## src/rtl/mul_rep_add_if.sv

```systemverilog
// mul_rep_add_if: start/operand request and busy/done/product response of mul_rep_add.
interface mul_rep_add_if #(
    parameter int WIDTH = 16
);
    logic               start;
    logic [WIDTH-1:0]   a_in;
    logic [WIDTH-1:0]   b_in;
    logic               busy;
    logic               done;
    logic [2*WIDTH-1:0] product;
    modport master(output start, a_in, b_in, input busy, done, product);
    modport slave(input start, a_in, b_in, output busy, done, product);
endinterface

```

## src/rtl/mul_rep_add.sv

```systemverilog
// mul_rep_add: unsigned multiplier by repeated addition under a start/done handshake.
// Define MUL_RA_SWAP_EN to add the larger operand min(a,b) times instead of a_in b_in times.
module mul_rep_add #(
    parameter int WIDTH = 16
) (
    input  logic         clk,
    input  logic         rst,
    mul_rep_add_if.slave bus
);
    typedef enum logic [1:0] {IDLE, CALC, DONE} state_t;
    state_t             state;
    logic [WIDTH-1:0]   mcand, count, ld_mcand, ld_count;
    logic [2*WIDTH-1:0] acc, product;
    logic               busy, done;
`ifdef MUL_RA_SWAP_EN
    // fewer adds of the larger operand give the same product sooner
    always_comb begin
        ld_mcand = (bus.a_in < bus.b_in) ? bus.b_in : bus.a_in;
        ld_count = (bus.a_in < bus.b_in) ? bus.a_in : bus.b_in;
    end
`else
    always_comb begin
        ld_mcand = bus.a_in;
        ld_count = bus.b_in;
    end
`endif
    always_ff @(posedge clk) begin
        if (rst) begin
            state   <= IDLE;
            busy    <= 1'b0;
            done    <= 1'b0;
            product <= '0;
            acc     <= '0;
            count   <= '0;
            mcand   <= '0;
        end else begin
            case (state)
                IDLE: if (bus.start) begin
                    state <= CALC;
                    busy  <= 1'b1;
                    mcand <= ld_mcand;
                    count <= ld_count;
                    acc   <= '0;
                end
                CALC: if (count != '0) begin
                    acc   <= acc + {{WIDTH{1'b0}}, mcand};
                    count <= count - WIDTH'(1);
                end else begin
                    state   <= DONE;
                    busy    <= 1'b0;
                    done    <= 1'b1;
                    product <= acc;
                end
                default: begin
                    state <= IDLE;
                    busy  <= 1'b0;
                    done  <= 1'b0;
                end
            endcase
        end
    end
    assign bus.busy    = busy;
    assign bus.done    = done;
    assign bus.product = product;
endmodule
```

## src/flat_wrapper.sv

```systemverilog
// flat-port wrapper written by rule: the top's interface ports become plain ports
module mul_rep_add_flat 
#(
    parameter int WIDTH = 16
)
  (clk, rst, bus_start, bus_a_in, bus_b_in, bus_busy, bus_done, bus_product);
  mul_rep_add_if #(.WIDTH(WIDTH)) bus_i ();
  input  logic clk;
  input  logic rst;
  input wire logic [$bits(bus_i.start)-1:0] bus_start;
  input wire logic [$bits(bus_i.a_in)-1:0] bus_a_in;
  input wire logic [$bits(bus_i.b_in)-1:0] bus_b_in;
  output wire logic [$bits(bus_i.busy)-1:0] bus_busy;
  output wire logic [$bits(bus_i.done)-1:0] bus_done;
  output wire logic [$bits(bus_i.product)-1:0] bus_product;
  assign bus_i.start = bus_start;
  assign bus_i.a_in = bus_a_in;
  assign bus_i.b_in = bus_b_in;
  assign bus_busy = bus_i.busy;
  assign bus_done = bus_i.done;
  assign bus_product = bus_i.product;
  mul_rep_add #(.WIDTH(WIDTH)) u_core (.clk(clk), .rst(rst), .bus(bus_i));
endmodule
```

## config.mk

```make
export PLATFORM = sky130hd
export DESIGN_NAME = mul_rep_add_flat
export DESIGN_NICKNAME = d
export VERILOG_FILES = /design/src/rtl/mul_rep_add_if.sv /design/src/rtl/mul_rep_add.sv /design/src/flat_wrapper.sv
export SDC_FILE = /design/constraint.sdc
export NUM_CORES = 1
export LEC_CHECK = 0
export ABC_AREA = 1
export CELL_PAD_IN_SITES_DETAIL_PLACEMENT = 1
export CELL_PAD_IN_SITES_GLOBAL_PLACEMENT = 2
export CORE_MARGIN = 2
export CORE_UTILIZATION = 34
export CTS_BUF_LIST = sky130_fd_sc_hd__clkbuf_2
export DETAILED_ROUTE_END_ITERATION = 10
export PLACE_DENSITY_LB_ADDON = 0.3
export SETUP_SLACK_MARGIN = 0.2
export SLEW_MARGIN = 30
export SYNTH_ARGS = -nofsm -noshare
export SYNTH_HDL_FRONTEND = slang
export SYNTH_SLANG_ARGS = --single-unit
```

## constraint.sdc

```tcl
create_clock -name clk -period 4.6 [get_ports clk]
set_clock_uncertainty 0.15 [all_clocks]
set_input_delay 0.46 -clock clk [delete_from_list [all_inputs] [get_ports clk]]
set_output_delay 0.46 -clock clk [all_outputs]
set_load 0.01 [all_outputs]
```

# Word level (Yosys, flattened, before mapping)
# Cells that the tools add are included.
# classes
n_reduce_logical	8
n_bitwise	2
addsub	2
eq_ne	4
n_mux	14
# ops
cell	count
two-way mux 32 bit	2
case mux 32 bit (2 select lines)	1
adder 32 x 16 -> 32 bit	1
two-way mux 16 bit	2
case mux 16 bit (2 select lines)	1
nonzero test 16 bit	1
subtractor 16 x 1 -> 16 bit, second input constant	1
AND reduction 2 bit	4
two-way mux 2 bit	2
!= test 2 bit, second input constant	2
case mux 1 bit (2 select lines)	2
case mux 2 bit (2 select lines)	1
two-way mux 1 bit	3
AND reduction 3 bit	1
equality test 2 x 1 -> 1 bit, second input constant	1
zero test 2 bit	1
!= test 2 x 1 -> 1 bit, second input constant	1
inverter 1 bit	2
nonzero test 2 bit	1
# word_totals
input_bits	35
out_inout_bits	34
word_cells	37
ff_bits	100

# Depth between registers and ports, before layout
# Gate-level depths: netlist of the first run.
# logic_depth
depth_word	3
depth_mapped	13

# Worst setup path before layout of the first run
# OpenSTA, ideal clock, no wires.
# synth_path
path_type	reg-to-reg
from	register u_core.acc[0]
to	register u_core.acc[24]
synth_period_minus_slack_ps	1931
t_arrival_ps	1666
required_time_ps	4335
n_path_buf	0
stages_incl_launch_ff	14
path_slack_ps	2669
cell_sequence	dfxtp_1 ha_1 inv_1 fa_1 inv_1 nand3_1 nand3_1 nand2_1 nand3_1 nand2_1 nand2_1 nand3_1 nand2_1 nor2_1
# synth_between
elab_chain_cells	3
# synth_lines
element	line	rtl
from (decl)	mul_rep_add.sv:13	logic [2*WIDTH-1:0] acc, product;
from (signal assigned)	mul_rep_add.sv:46	acc <= acc + {{WIDTH{1'b0}}, mcand};
adder 32 x 16 -> 32 bit	mul_rep_add.sv:46	
two-way mux 32 bit	mul_rep_add.sv:45	CALC: if (count != '0) begin
case mux 32 bit (2 select lines)	mul_rep_add.sv:37	case (state)
# Every way passes these cells. The select of a mux whose other input is x is not followed.
# A chain may end at the register's enable or synchronous reset.

# Worst setup path in the final report of the first run
# layout_path
from	register u_core.count[0]
to	register u_core.product[10], in the netlist u_core.bus.product[10]
# layout_between
elab_chain_cells	3
# layout_lines
element	line	rtl
from (decl)	mul_rep_add.sv:12	logic [WIDTH-1:0] mcand, count, ld_mcand, ld_count;
from (signal assigned)	mul_rep_add.sv:42	count <= ld_count;
from (signal assigned)	mul_rep_add.sv:47	count <= count - WIDTH'(1);
nonzero test 16 bit	mul_rep_add.sv:45	
inverter 1 bit (no source line)	--	
AND reduction 2 bit (no source line)	--	
to (signal assigned)	mul_rep_add.sv:32	product <= '0;
to (signal assigned)	mul_rep_add.sv:52	product <= acc;
to (decl)	mul_rep_add.sv:13	
# Every way passes these cells.

==> results of run 1 <==
[final cells by class]
class,instances,area (um2)
clock buffer,10,50.0
sequential,99,1980
multi-input combinational,611,2920
clock inverter,6,61.3
inverter,104,390
timing repair buffer,70,696
fill,2120,9390
antenna,1,2.50
tap,216,270
[worst min-delay path: cells and delay by family]
family,cells,cell delay (ns)
buffers and inverters,1,0.40
AO/OA/AOI/OAI,1,0.07
AND/OR/NAND/NOR,1,0.06
[power by group]
| part | switching [mW] | total (mW) | internal (mW) |
|---|---|---|---|
| clock | 0.311 | 0.440 | 0.129 |
| combinational | 0.304 | 0.488 | 0.185 |
| sequential | 0.0483 | 0.968 | 0.920 |
[routing by layer]
metal	share of wire	vias to the layer above
met5	0	-
li1	-	2772
met1	0.48	2570
met2	0.47	61
met4	0.012	0
met3	0.030	13
[worst max path at each step]
| stage | to | depth (start not counted) | slack, ns | startpoint |
|---|---|---|---|---|
| finish | u_core.bus.product[10] | 8 | 1.79 | u_core.count[0] |
| global route | u_core.bus.product[10] | 8 | 1.51 | u_core.count[0] |
| CTS | u_core.bus.product[10] | 8 | 1.74 | u_core.count[0] |
| detailed placement | u_core.count[13] | 6 | 1.40 | rst |
| global placement | u_core.count[9] | 6 | 1.54 | rst |
| floorplan | u_core.acc[24] | 13 | 2.67 | u_core.acc[0] |
[cell usage in the layout, fill, tap and decap left out, types with 6 or more instances in the layout]
cell type and n:
o22ai_1 12, inv_1 100, nand2_1 211, nor2_2 7, nor2_1 142, xor2_1 10
nor3_1 6, nand3_1 51, o21ai_1 12, clkbuf_2 10, o21ai_0 59, a21oi_1 51
ha_1 18, clkdlybuf4s50_1 68, dfxtp_1 99
[flip-flops by register name, indices dropped and copies added, names as in the netlist]
register            count
u_core.count           16
u_core.state            2
u_core.bus.done         1
u_core.bus.product     32
u_core.mcand           16
u_core.acc             32
[cells in the mapped netlist (10+ instances only)]
cell type,number
a21oi_1,51
nor2_1,142
ha_1,18
nand3_1,51
nand2_1,211
inv_1,100
xor2_1,10
o21ai_0,59
o21ai_1,12
clkbuf_1,14
dfxtp_1,99
o22ai_1,12
[logic make-up after synthesis]
group	Yosys count	synth area share
AND/OR/NAND/NOR	438	0.333
AO/OA/AOI/OAI	141	0.138
XOR/XNOR	12	0.0193
multiplexers	1	0.00184
flip-flops	99	0.364
adder cells (fa/ha/maj)	19	0.0450
buffers and inverters	129	0.0997
[stage by stage]
step                instances  worst slack, ns  total power [mW]  instance area, um2
floorplan                 839             2.67              1.32                5450
global placement         1100             1.54              1.46                6260
detailed placement       1100             1.40              1.48                6260
CTS                      1116             1.74              1.93                6370
global route             1117             1.51              2.03                6380
finish                   1117             1.79              1.90                6380
==> impl_metrics.tcl, run 1 <==
set metrics [dict create \
    status "finished, final reports clean" \
    vias_per_cell 4.85 \
    areaGrowthSynthToFinish_pct 17.0 \
    start_util 0.346 \
    io_buffer_count 68 \
    layout.nets 949 \
    coreArea_mm2 0.0158 \
    drt_iter0_drc 230 \
    ant_nets 0 \
    h-tree-depth 3 \
    wire_per_inst_um 15.0 \
    post-route-util 0.404 \
    use_met3 0.0342 \
    avgSynthCellArea_um2 6.49 \
    syn-num-nets 893 \
    postCtsSetupBuffers 0 \
    grt_antenna_before_repair 1 \
    ir_worst_vdd_mv 0.126 \
    synth_warnings 0 \
    ys_types 36 \
    clock-root-buffer "clkbuf_2" \
    period_share 0.612 \
    max_slew_margin 0.431 \
    numCtsBuffers 9 \
    crit_chain "inv_1 > ha_1 > nand3_1 > nor3_2 > nand3_2 > inv_2 > o21ai_0 > nor2_1" \
    worstSetupEndpointType "flip-flop" \
    gp_congestion 0.886 \
    dieArea_mm2 0.0171 \
    r2r-start "u_core.count[0]" \
    clock-sinks 99 \
    power.density_mw_per_mm2 297 \
    holdWs_ns 0.257 \
    grt_util_met2 0.364 \
    worst_slew_pin_slew_ns 0.851 \
    hold_depth 3 \
    num_rows 46 \
    grt_pass1_vias 5698 \
    tritoncts "done" \
    reg2reg_depth 8 \
    drt-total-wl_um 16800 \
    ys.flop_type "dfxtp_1" \
    path_buf_inv 2 \
    hp-class "primary input to flip-flop" \
    maxSlewViolCount 0 \
    die_h_um 131 \
    vias 5416 \
    cts_hold_buf 0 \
    ios 69 \
    synth_edf_count 0 \
    cp_max_fo 45 \
    grt_pass1_wl_um 28300 \
    drv_cap 0 \
    crit_slowest_cell "inv_2" \
    globalRouteOverflowTotal 0 \
    cp.arrival_ns 3.20 \
    reg2reg_to "u_core.bus.product[10]" \
    hold_end "u_core.count[7]" \
    synth-async-reset-ratio 0 \
    max_stage_delay_ns 0.77 \
    crit_path_start_kind "flip-flop" \
    fmax_mhz 355 \
    synth_area_leaders "dfxtp_1 (36%), nand2_1 (15%), nor2_1 (9.8%), inv_1 (6.9%), o21ai_0 (5.4%)" \
    synth-seq-cells 99 \
    setup_viol 0 \
    hpwl_um 13000 \
    path_delay_family "buffers and inverters" \
    synth_top_area_share 0.364 \
    finalCriticalPeriod_ns 2.81 \
    p_leak_nw 2.81 \
    clk_pin_slew_ns 0.28 \
    globalRouteTotalUtil 0.211 \
    synthesis.area_mm2 0.00545 \
    clk_path_buf_depth 2 \
    tns_ns 0 \
    drt-pass1-iter-count 4 \
    crit_type "flip-flop to flip-flop" \
    layout-drive-gt1-share 0.0444 \
    cts_resized 0 \
    met1_usage 0.276 \
    required_ns 4.98 \
    rsz0062_at_grt "false" \
    hold_start "bus_b_in[7]" \
    grt_busiest_layer "met2" \
    insertion_delay_ns 0.63 \
    hold_violations 0 \
    postSynthCellCount 839 \
    ys_seq_area_frac 0.364 \
    netlist.top_cell.by_area "dfxtp_1" \
    fp.dieW_um 131 \
    drc 0 \
    grt_max_degree 46 \
    ff2ff_setup_slack_ns 1.79 \
]
No activity file was read; power rests on OpenSTA's default activity.
==> run 2: changes to the inputs <==
Settings changed: CORE_UTILIZATION 34 to 28.
Clock period 4.6 ns to 2.3 ns, I/O delays scaled along.
==> impl_metrics.tcl, run 2 (synthesis gave the netlist of run 1 again) <==
set metrics [dict create \
    status "finished, final reports clean" \
    crit_path_start_kind "flip-flop" \
    path_delay_family "buffers and inverters" \
    cp_max_fo 2 \
    drv_cap 0 \
    drt_iter0_drc 202 \
    gp_congestion 0.820 \
    h-tree-depth 3 \
    crit_type "flip-flop to primary output" \
    vias 5493 \
    num_rows 51 \
    grt_antenna_before_repair 1 \
    areaGrowthSynthToFinish_pct 27.9 \
    fin_ws_ns 0.287 \
    layout.cells.most_common "nand2_1" \
    ant_nets 0 \
    r2r-start "u_core.mcand[0]" \
    ios 69 \
    place_ws_ns 0.146 \
    internal_power_mw 2.69 \
    cp.arrival_ns 1.63 \
    ff2ff_setup_slack_ns 0.33 \
    drt-pass1-iter-count 4 \
    fmax_mhz 497 \
    critPathCapture "bus_product[1]" \
    ir_worst_vdd_mv 0.236 \
    crit_slowest_cell "clkdlybuf4s50_1" \
    crit_start "u_core.bus.product[1]" \
    power.density_mw_per_mm2 594 \
    power.share.clock 0.261 \
    clk_pin_slew_ns 0.32 \
    p_leak_nw 3.00 \
    layout-drive-gt1-share 0.137 \
    holdWs_ns 0.0399 \
    tritoncts "done" \
    hp-class "primary input to flip-flop" \
    reg2reg_depth 10 \
    finalCriticalPeriod_ns 2.01 \
    crit_cells 1 \
    comb_power_share 0.268 \
    io_buffer_count 68 \
    grt_pass1_wl_um 28800 \
    worst_slew_pin_slew_ns 0.599 \
    period_share 0.875 \
    clock-sinks 99 \
    fp.dieW_um 144 \
    p_seq_frac 0.470 \
    layout.nets 983 \
    globalRouteOverflowTotal 0 \
    insertion_delay_ns 0.65 \
    worstSetupEndpointType "primary output" \
    tns_ns 0 \
    clock-root-buffer "clkbuf_2" \
    maxSlewViolCount 0 \
    required_ns 1.92 \
    path_buf_inv 1 \
    globalRouteTotalUtil 0.179 \
    swShare 0.350 \
    layout_common_cells "nand2_1 (203), nor2_1 (135), inv_1 (98)" \
    die_h_um 144 \
    grt_max_degree 33 \
    drt-total-wl_um 17600 \
    total_power_mw 4.14 \
    setup_viol 0 \
    rsz0062_at_grt "true" \
    wire_per_inst_um 14.7 \
    p_sw_mw 1.45 \
    vias_per_cell 4.58 \
    numCtsBuffers 9 \
    max_stage_delay_ns 0.54 \
    drc 0 \
    hpwl_um 13600 \
    max_slew_margin 0.600 \
    start_util 0.283 \
    coreArea_mm2 0.0193 \
    largest_registers "u_core.acc x32, u_core.bus.product x32" \
    hold_violations 0 \
    reg2reg_to "u_core.acc[14]" \
    crit_chain "clkdlybuf4s50_1" \
    dieArea_mm2 0.0206 \
    grt_pass1_vias 5593 \
    clk_path_buf_depth 2 \
]
-- run 2: per-layer routing --
| metal | GRT usage | wire length (um) |
|---|---|---|
| met3 | 0.0263 | 432 |
| met5 | 0 | 0 |
| met1 | 0.249 | 9020 |
| met2 | 0.289 | 7950 |
| met4 | 0.0464 | 216 |
-- run 2: worst register-to-register path, stage by stage (launching register included) --
cell,delay (ns)
dfxtp_2,0.40
ha_2,0.19
inv_1,0.06
fa_2,0.36
inv_2,0.09
nand2_1,0.06
nand3_1,0.16
nand2_1,0.11
nand3b_1,0.10
nand3_1,0.12
a21oi_1,0.14
-- run 2: stage by stage --
| stage | instance area (um2) | instances | util |
|---|---|---|---|
| floorplan | 5450 | 839 | - |
| CTS | 6730 | 1193 | 0.349 |
| detailed placement | 6480 | 1170 | 0.336 |
| global route | 6970 | 1200 | 0.362 |
| global placement | 6480 | 1170 | 0.336 |
| finish | 6970 | 1200 | 0.362 |
-- run 2: cell type report --
class	instances	area, um2
Sequential cell	99	2010
Antenna cell	1	2.50
Tap cell	265	332
Clock buffer	9	45.0
Fill cell	2498	12300
Inverter	104	397
Clock inverter	7	109
Timing Repair Buffer	104	978
Multi-Input combinational cell	611	3100
-- run 2: power by group through the flow --
| stage | registers, mW | clock network, mW | logic [mW] |
|---|---|---|---|
| floorplan | 1.95 | 0 | 0.686 |
| global placement | 1.97 | 0 | 1.05 |
| detailed placement | 1.97 | 0 | 1.06 |
| CTS | 1.94 | 1.13 | 1.07 |
| global route | 1.97 | 1.20 | 1.25 |
| finish | 1.95 | 1.08 | 1.11 |
-- run 2: worst min path at each step --
| stage | startpoint | endpoint | slack (ns) | depth (start not counted) |
|---|---|---|---|---|
| 2_1_floorplan | bus_b_in[9] | u_core.count[9] | 0.24 | 2 |
| 3_3_place_gp | u_core.bus.done | u_core.bus.done | 0.32 | 2 |
| 3_5_place_dp | u_core.acc[22] | u_core.acc[22] | 0.33 | 2 |
| 4_1_cts | bus_b_in[2] | u_core.count[2] | 0.0008 | 3 |
| 5_1_grt | bus_a_in[9] | u_core.mcand[9] | 0.005 | 3 |
| 6_report | bus_a_in[7] | u_core.mcand[7] | 0.04 | 3 |
-- run 2: what timing repair did --
action,4_1_cts,5_1_grt
resized for setup,8,60
pin swaps,0,2
setup endpoints to repair,11,43
buffers inserted,0,2
hold endpoints to repair,7,4
hold buffers,7,4
==> run 3: changes to the inputs <==
Settings changed: GPL_TIMING_DRIVEN set to 0, SKIP_LAST_GASP set to 1.
==> impl_metrics.tcl, run 3 (synthesis gave the netlist of run 1 again) <==
set metrics [dict create \
    status "finished, final reports clean" \
    drt_iter0_drc 119 \
    layout.cells.most_common "nand2_1" \
    clock-sinks 99 \
    path_buf_inv 1 \
    cp.arrival_ns 1.64 \
    grt_antenna_before_repair 1 \
    crit_slowest_cell "clkdlybuf4s50_1" \
    globalRouteTotalUtil 0.190 \
    drc 0 \
    clk_path_buf_depth 2 \
    gp_congestion 0.794 \
    layout_common_cells "nand2_1 (199), nor2_1 (134), inv_1 (97)" \
    met1_usage 0.250 \
    period_share 0.876 \
    io_buffer_count 67 \
    crit_path_start_kind "flip-flop" \
    ant_nets 0 \
    clock-root-buffer "clkbuf_2" \
    holdWs_ns 0.0491 \
    vias_per_cell 4.58 \
    grt_pass1_vias 5666 \
    ios 69 \
    drv_cap 0 \
    clk_pin_slew_ns 0.32 \
    fmax_mhz 496 \
    finalCriticalPeriod_ns 2.02 \
    p_leak_nw 3.01 \
    dieArea_mm2 0.0206 \
    layout-drive-gt1-share 0.127 \
    hp-class "primary input to flip-flop" \
    maxSlewViolCount 0 \
    worstSetupEndpointType "primary output" \
    cp_max_fo 3 \
    path_delay_family "buffers and inverters" \
    max_slew_margin 0.536 \
    tritoncts "done" \
    grt_busiest_layer "met2" \
    fin_ws_ns 0.284 \
    layout.nets 988 \
    h-tree-depth 3 \
    grt_max_degree 19 \
    vias 5520 \
    fp.dieW_um 144 \
    setup_viol 0 \
    coreArea_mm2 0.0193 \
    rsz0062_at_grt "true" \
    numCtsBuffers 9 \
    drt-total-wl_um 18700 \
    hpwl_um 14500 \
    die_h_um 144 \
    largest_registers "u_core.acc x32, u_core.bus.product x32" \
    power.density_mw_per_mm2 591 \
    crit_start "u_core.state[0]" \
    crit_type "flip-flop to primary output" \
    globalRouteOverflowTotal 0 \
    grt_util_met2 0.325 \
    r2r-start "u_core.acc[2]" \
    hold_violations 0 \
    required_ns 1.92 \
    crit_chain "clkdlybuf4s50_1" \
    grt_pass1_wl_um 30300 \
    max_stage_delay_ns 0.55 \
    start_util 0.283 \
    num_rows 51 \
    place_ws_ns -0.0753 \
    ir_worst_vdd_mv 0.320 \
    insertion_delay_ns 0.65 \
    worst_slew_pin_slew_ns 0.697 \
    wire_per_inst_um 15.6 \
    areaGrowthSynthToFinish_pct 29.1 \
    use_met3 0.0303 \
    drt-pass1-iter-count 4 \
    hold_start "bus_b_in[4]" \
]
run 3: cell types whose count changed in the layout (fill, tap and decap cells not counted), sizes merged:
cell | previous run | this run
buf | 25 | 17
clkbuf | 9 | 22
clkdlybuf4s50 | 68 | 67
clkinv | 0 | 2
clkinvlp | 3 | 2
dlygate4sd3 | 11 | 12
inv | 106 | 105
run 3: worst paths after layout:
path              depth (start not counted)               to  slack (ns)
setup reg to reg                          9   u_core.acc[31]        0.29
hold / removal                            3  u_core.count[4]        0.05
hold reg to reg                           2  u_core.bus.done        0.34
setup / recovery                          1         bus_busy        0.28
run 3: area by class of cell:
| type | count | area, um2 |
|---|---|---|
| clock buffer | 9 | 45.0 |
| buffer | 25 | 166 |
| timing repair buffer | 84 | 841 |
| antenna | 1 | 2.50 |
| fill | 2514 | 12200 |
| tap | 265 | 332 |
| multi-input combinational | 611 | 3140 |
| inverter | 104 | 402 |
| sequential | 99 | 2000 |
| clock inverter | 7 | 105 |
run 3: repair_timing:
| item | CTS | global route |
|---|---|---|
| endpoints found under the hold margin | 14 | 0 |
| endpoints found under the setup margin | 16 | 55 |
| resized for setup | 16 | 66 |
| pin swaps | 1 | 2 |
| hold buffers | 12 | 0 |
| setup buffers | 1 | 4 |
run 3: metal layers:
layer / vias to the layer above / routed length [um]
met5: - / 0
li1: 2851 / -
met4: 0 / 255
met2: 72 / 8890
met3: 16 / 528
met1: 2581 / 9070
run 3: power breakdown:
group	total, mW	switching (mW)	internal (mW)
Sequential	1.94	0.101	1.84
Clock	1.08	0.701	0.378
Combinational	1.13	0.675	0.455
run 3: stage by stage:
stage | area (um2) | power [mW] | util | instances | TNS, ns
after detailed placement | 6450 | 3.03 | 0.335 | 1171 | -0.145
after floorplan | 5450 | 2.64 | - | 839 | 0
after global routing | 7040 | 4.41 | 0.365 | 1205 | 0
after global placement | 6450 | 3.02 | 0.335 | 1171 | -0.184
final | 7040 | 4.16 | 0.365 | 1205 | 0
after CTS | 6780 | 4.15 | 0.352 | 1200 | 0
==> RTL change, RTL diff (flow settings as in run 3) <==
Re-encode `state_t` (3 states) as one-hot, 3 bits wide.
--- a/src/rtl/mul_rep_add.sv
+++ b/src/rtl/mul_rep_add.sv
@@ -8,5 +8,5 @@
     mul_rep_add_if.slave bus
 );
-    typedef enum logic [1:0] {IDLE, CALC, DONE} state_t;
+    typedef enum logic [2:0] {IDLE = 3'b001, CALC = 3'b010, DONE = 3'b100} state_t;
     state_t             state;
     logic [WIDTH-1:0]   mcand, count, ld_mcand, ld_count;
Function: same outputs for any inputs over 4 cycles, from zero or initial values and one cycle with rst high; so few cycles prove little.
==> RTL change against run 3 <==
Worst hold slack worse by 0.011 ns. Total power is 5.3% higher. Worst setup slack worse by 0.023 ns. Largest power group unchanged. Final area is 4.1% higher. Critical endpoint is now u_core.acc[18]. Sequential cell count is 1 higher. Synthesized area is 0.80% higher. Routed wire length is 7.5% higher. Cell count is 2.5% higher.
==> RTL change: results (changes against run 3) <==
Critical path
  • Crit path DAT: 2.50 ns (+0.86 ns)
  • Crit-path max FO: 4 (+1)

Placed design
  • Placement-stage cell area: 6500 um2 (+0.83%)
  • RePlAce Congestion: 0.846 (+6.5%)
  • DP Wirelength: 15000 um (+3.7%)
  • Port buffer count: 68 (+1.5%)

Power and ir drop
  • Maximum VDD drop: 0.215 mV (-33%)
  • Switching fraction of total power: 40.6% (+5.1 points)
  • Leak: 3.21 nW (+6.5%)

Synth
  • Fraction of registers with async set/reset: 0% (unchanged)
  • Count of cell types in the netlist: 41 (+14%)
  • Syn nets: 900 (+0.78%)
  • Post-Synthesis Cells: 846 (+0.83%)
  • Largest cells by area after synthesis: dfxtp_1 (36%), nand2_1 (14%), nor2_1 (11%)
  • Warnings, synthesis: 0 (unchanged)
  • Commonest cells in the netlist: nand2_1 (203), nor2_1 (161), dfxtp_1 (100), inv_1 (79), o21ai_0 (61)
  • Dominant synthesized flop cell: dfxtp_1
  • Sequential area share after synthesis: 36.4% (+0.074 points)

Min path
  • Hold Crit Class: in -> reg

STA
  • Slew margin rel.: 52.3% (-1.3 points)

Global route
  • Vias in the first global route: 5723 (+1.0%)
  • All-Layer GR Usage: 19.6% (+0.61 points)
  • Antenna violations before repair: 1 (unchanged)
  • First-pass GRT wire length: 31100 um (+2.9%)
  • Pin count of the biggest net entering global routing: 18 (-1)

Clock network
  • Clock Latency Late Sink: 0.65 ns (about the same)
  • Cts bufs inserted: 9 (unchanged)
  • H-tree depth: 3 (unchanged)
  • Clock-pin slew on the worst setup and hold paths: ~0.31 ns
  • Root buffer cell: clkbuf_2
  • Max clock buf depth: 2 (unchanged)

Cells and area
  • Layout cells sized above 1: 16.1% (+3.4 points)
  • Top Registers: u_core.acc (32), u_core.bus.product (32)
  • # nets final: 1017 (+2.9%)
  • Layout fillers: 2463 (-2.0%)
  • Fin cells: 1235 (+2.5%)
  • Multi-input gate area: 3350 um2 (+6.8%)

Routing
  • Drt pass-1 iters: 4 (unchanged)
  • Via/cell ratio: 4.66 (+1.6%)
  • WL final: 20100 um (+7.5%)
  • Initial DRC count: 272 (+130%)
  • Post-route ant nets: 0 (unchanged)

Status
  • Status: finished clean
==> RTL change: final timing paths <==
path / endpoint / slack, ns / cells after the start / from
worst max-delay path: u_core.acc[18] / 0.26 / 12 / u_core.mcand[0]
worst min-delay path: u_core.count[11] / 0.04 / 5 / bus_b_in[11]
worst max register to register: u_core.acc[18] / 0.26 / 12 / u_core.mcand[0]
worst min register to register: u_core.acc[8] / 0.35 / 2 / u_core.acc[8]
==> RTL change: power by group through the flow <==
| stage | registers [mW] | logic (mW) | clock network, mW |
|---|---|---|---|
| final | 2.02 | 1.51 | 0.847 |
| after global routing | 2.04 | 1.68 | 0.954 |
| after CTS | 2.01 | 1.42 | 0.881 |
| after detailed placement | 2.03 | 1.36 | 0 |
| after global placement | 2.03 | 1.35 | 0 |
| after floorplan | 2.00 | 0.929 | 0 |
==> RTL change: per-layer routing <==
metal | global-route usage [%] | share of wire (%) | up-vias
li1 | - | - | 2960
met1 | 27.8 | 52 | 2709
met2 | 31.5 | 44 | 66
met3 | 2.91 | 2.8 | 15
met4 | 4.23 | 0.94 | 0
met5 | 0 | 0 | -
==> RTL change: repair_timing <==
action / 4_1_cts / 5_1_grt
endpoints found under the setup margin: 41 / 90
buffers inserted: 8 / 11
gates resized for setup: 22 / 100
pin swaps: 3 / 15
endpoints found under the hold margin: 18 / 0
gates cloned: 0 / 1
hold buffers: 18 / 0
==> RTL change: worst max-delay path, cell delays in order, from the launching register on <==
cell and delay, ns:
dfxtp_4 0.44, ha_4 0.13, inv_2 0.04, fa_2 0.37, inv_4 0.10, buf_6 0.10
nand3_2 0.06, nand3b_1 0.19, nand2_1 0.10, nand2_2 0.14, nand3_2 0.08, nand2_1 0.06
nor2_1 0.04
==> RTL change: cell type report <==
type                    instances  share of cell area, %
inverters                      85                   4.48
flip-flops and latches        100                   27.9
clock inverters                 7                  0.701
multi-input cells             635                   45.8
plain buffers                  27                   2.10
diodes                          2                 0.0684
well taps                     265                   4.53
repair buffers                105                   13.8
clock buffers                   9                  0.615
==> RTL change: cell families after synthesis <==
family	count (synthesis)	share of synthesized area, %
AND/OR/NAND/NOR	461	35.3
adder cells (fa/ha/maj)	19	4.46
flip-flops	100	36.4
XOR/XNOR	8	1.28
AO/OA/AOI/OAI	146	14.2
buffers and inverters	112	8.34
==> RTL change: stage by stage <==
stage / hold WS (ns) / setup WS, ns
final: 0.0380 / 0.262
after global routing: 0.0214 / 0.159
after CTS: 0.00378 / 0.189
after detailed placement: 0.338 / -0.281
after global placement: 0.328 / -0.265
after floorplan: 0.215 / 0.298
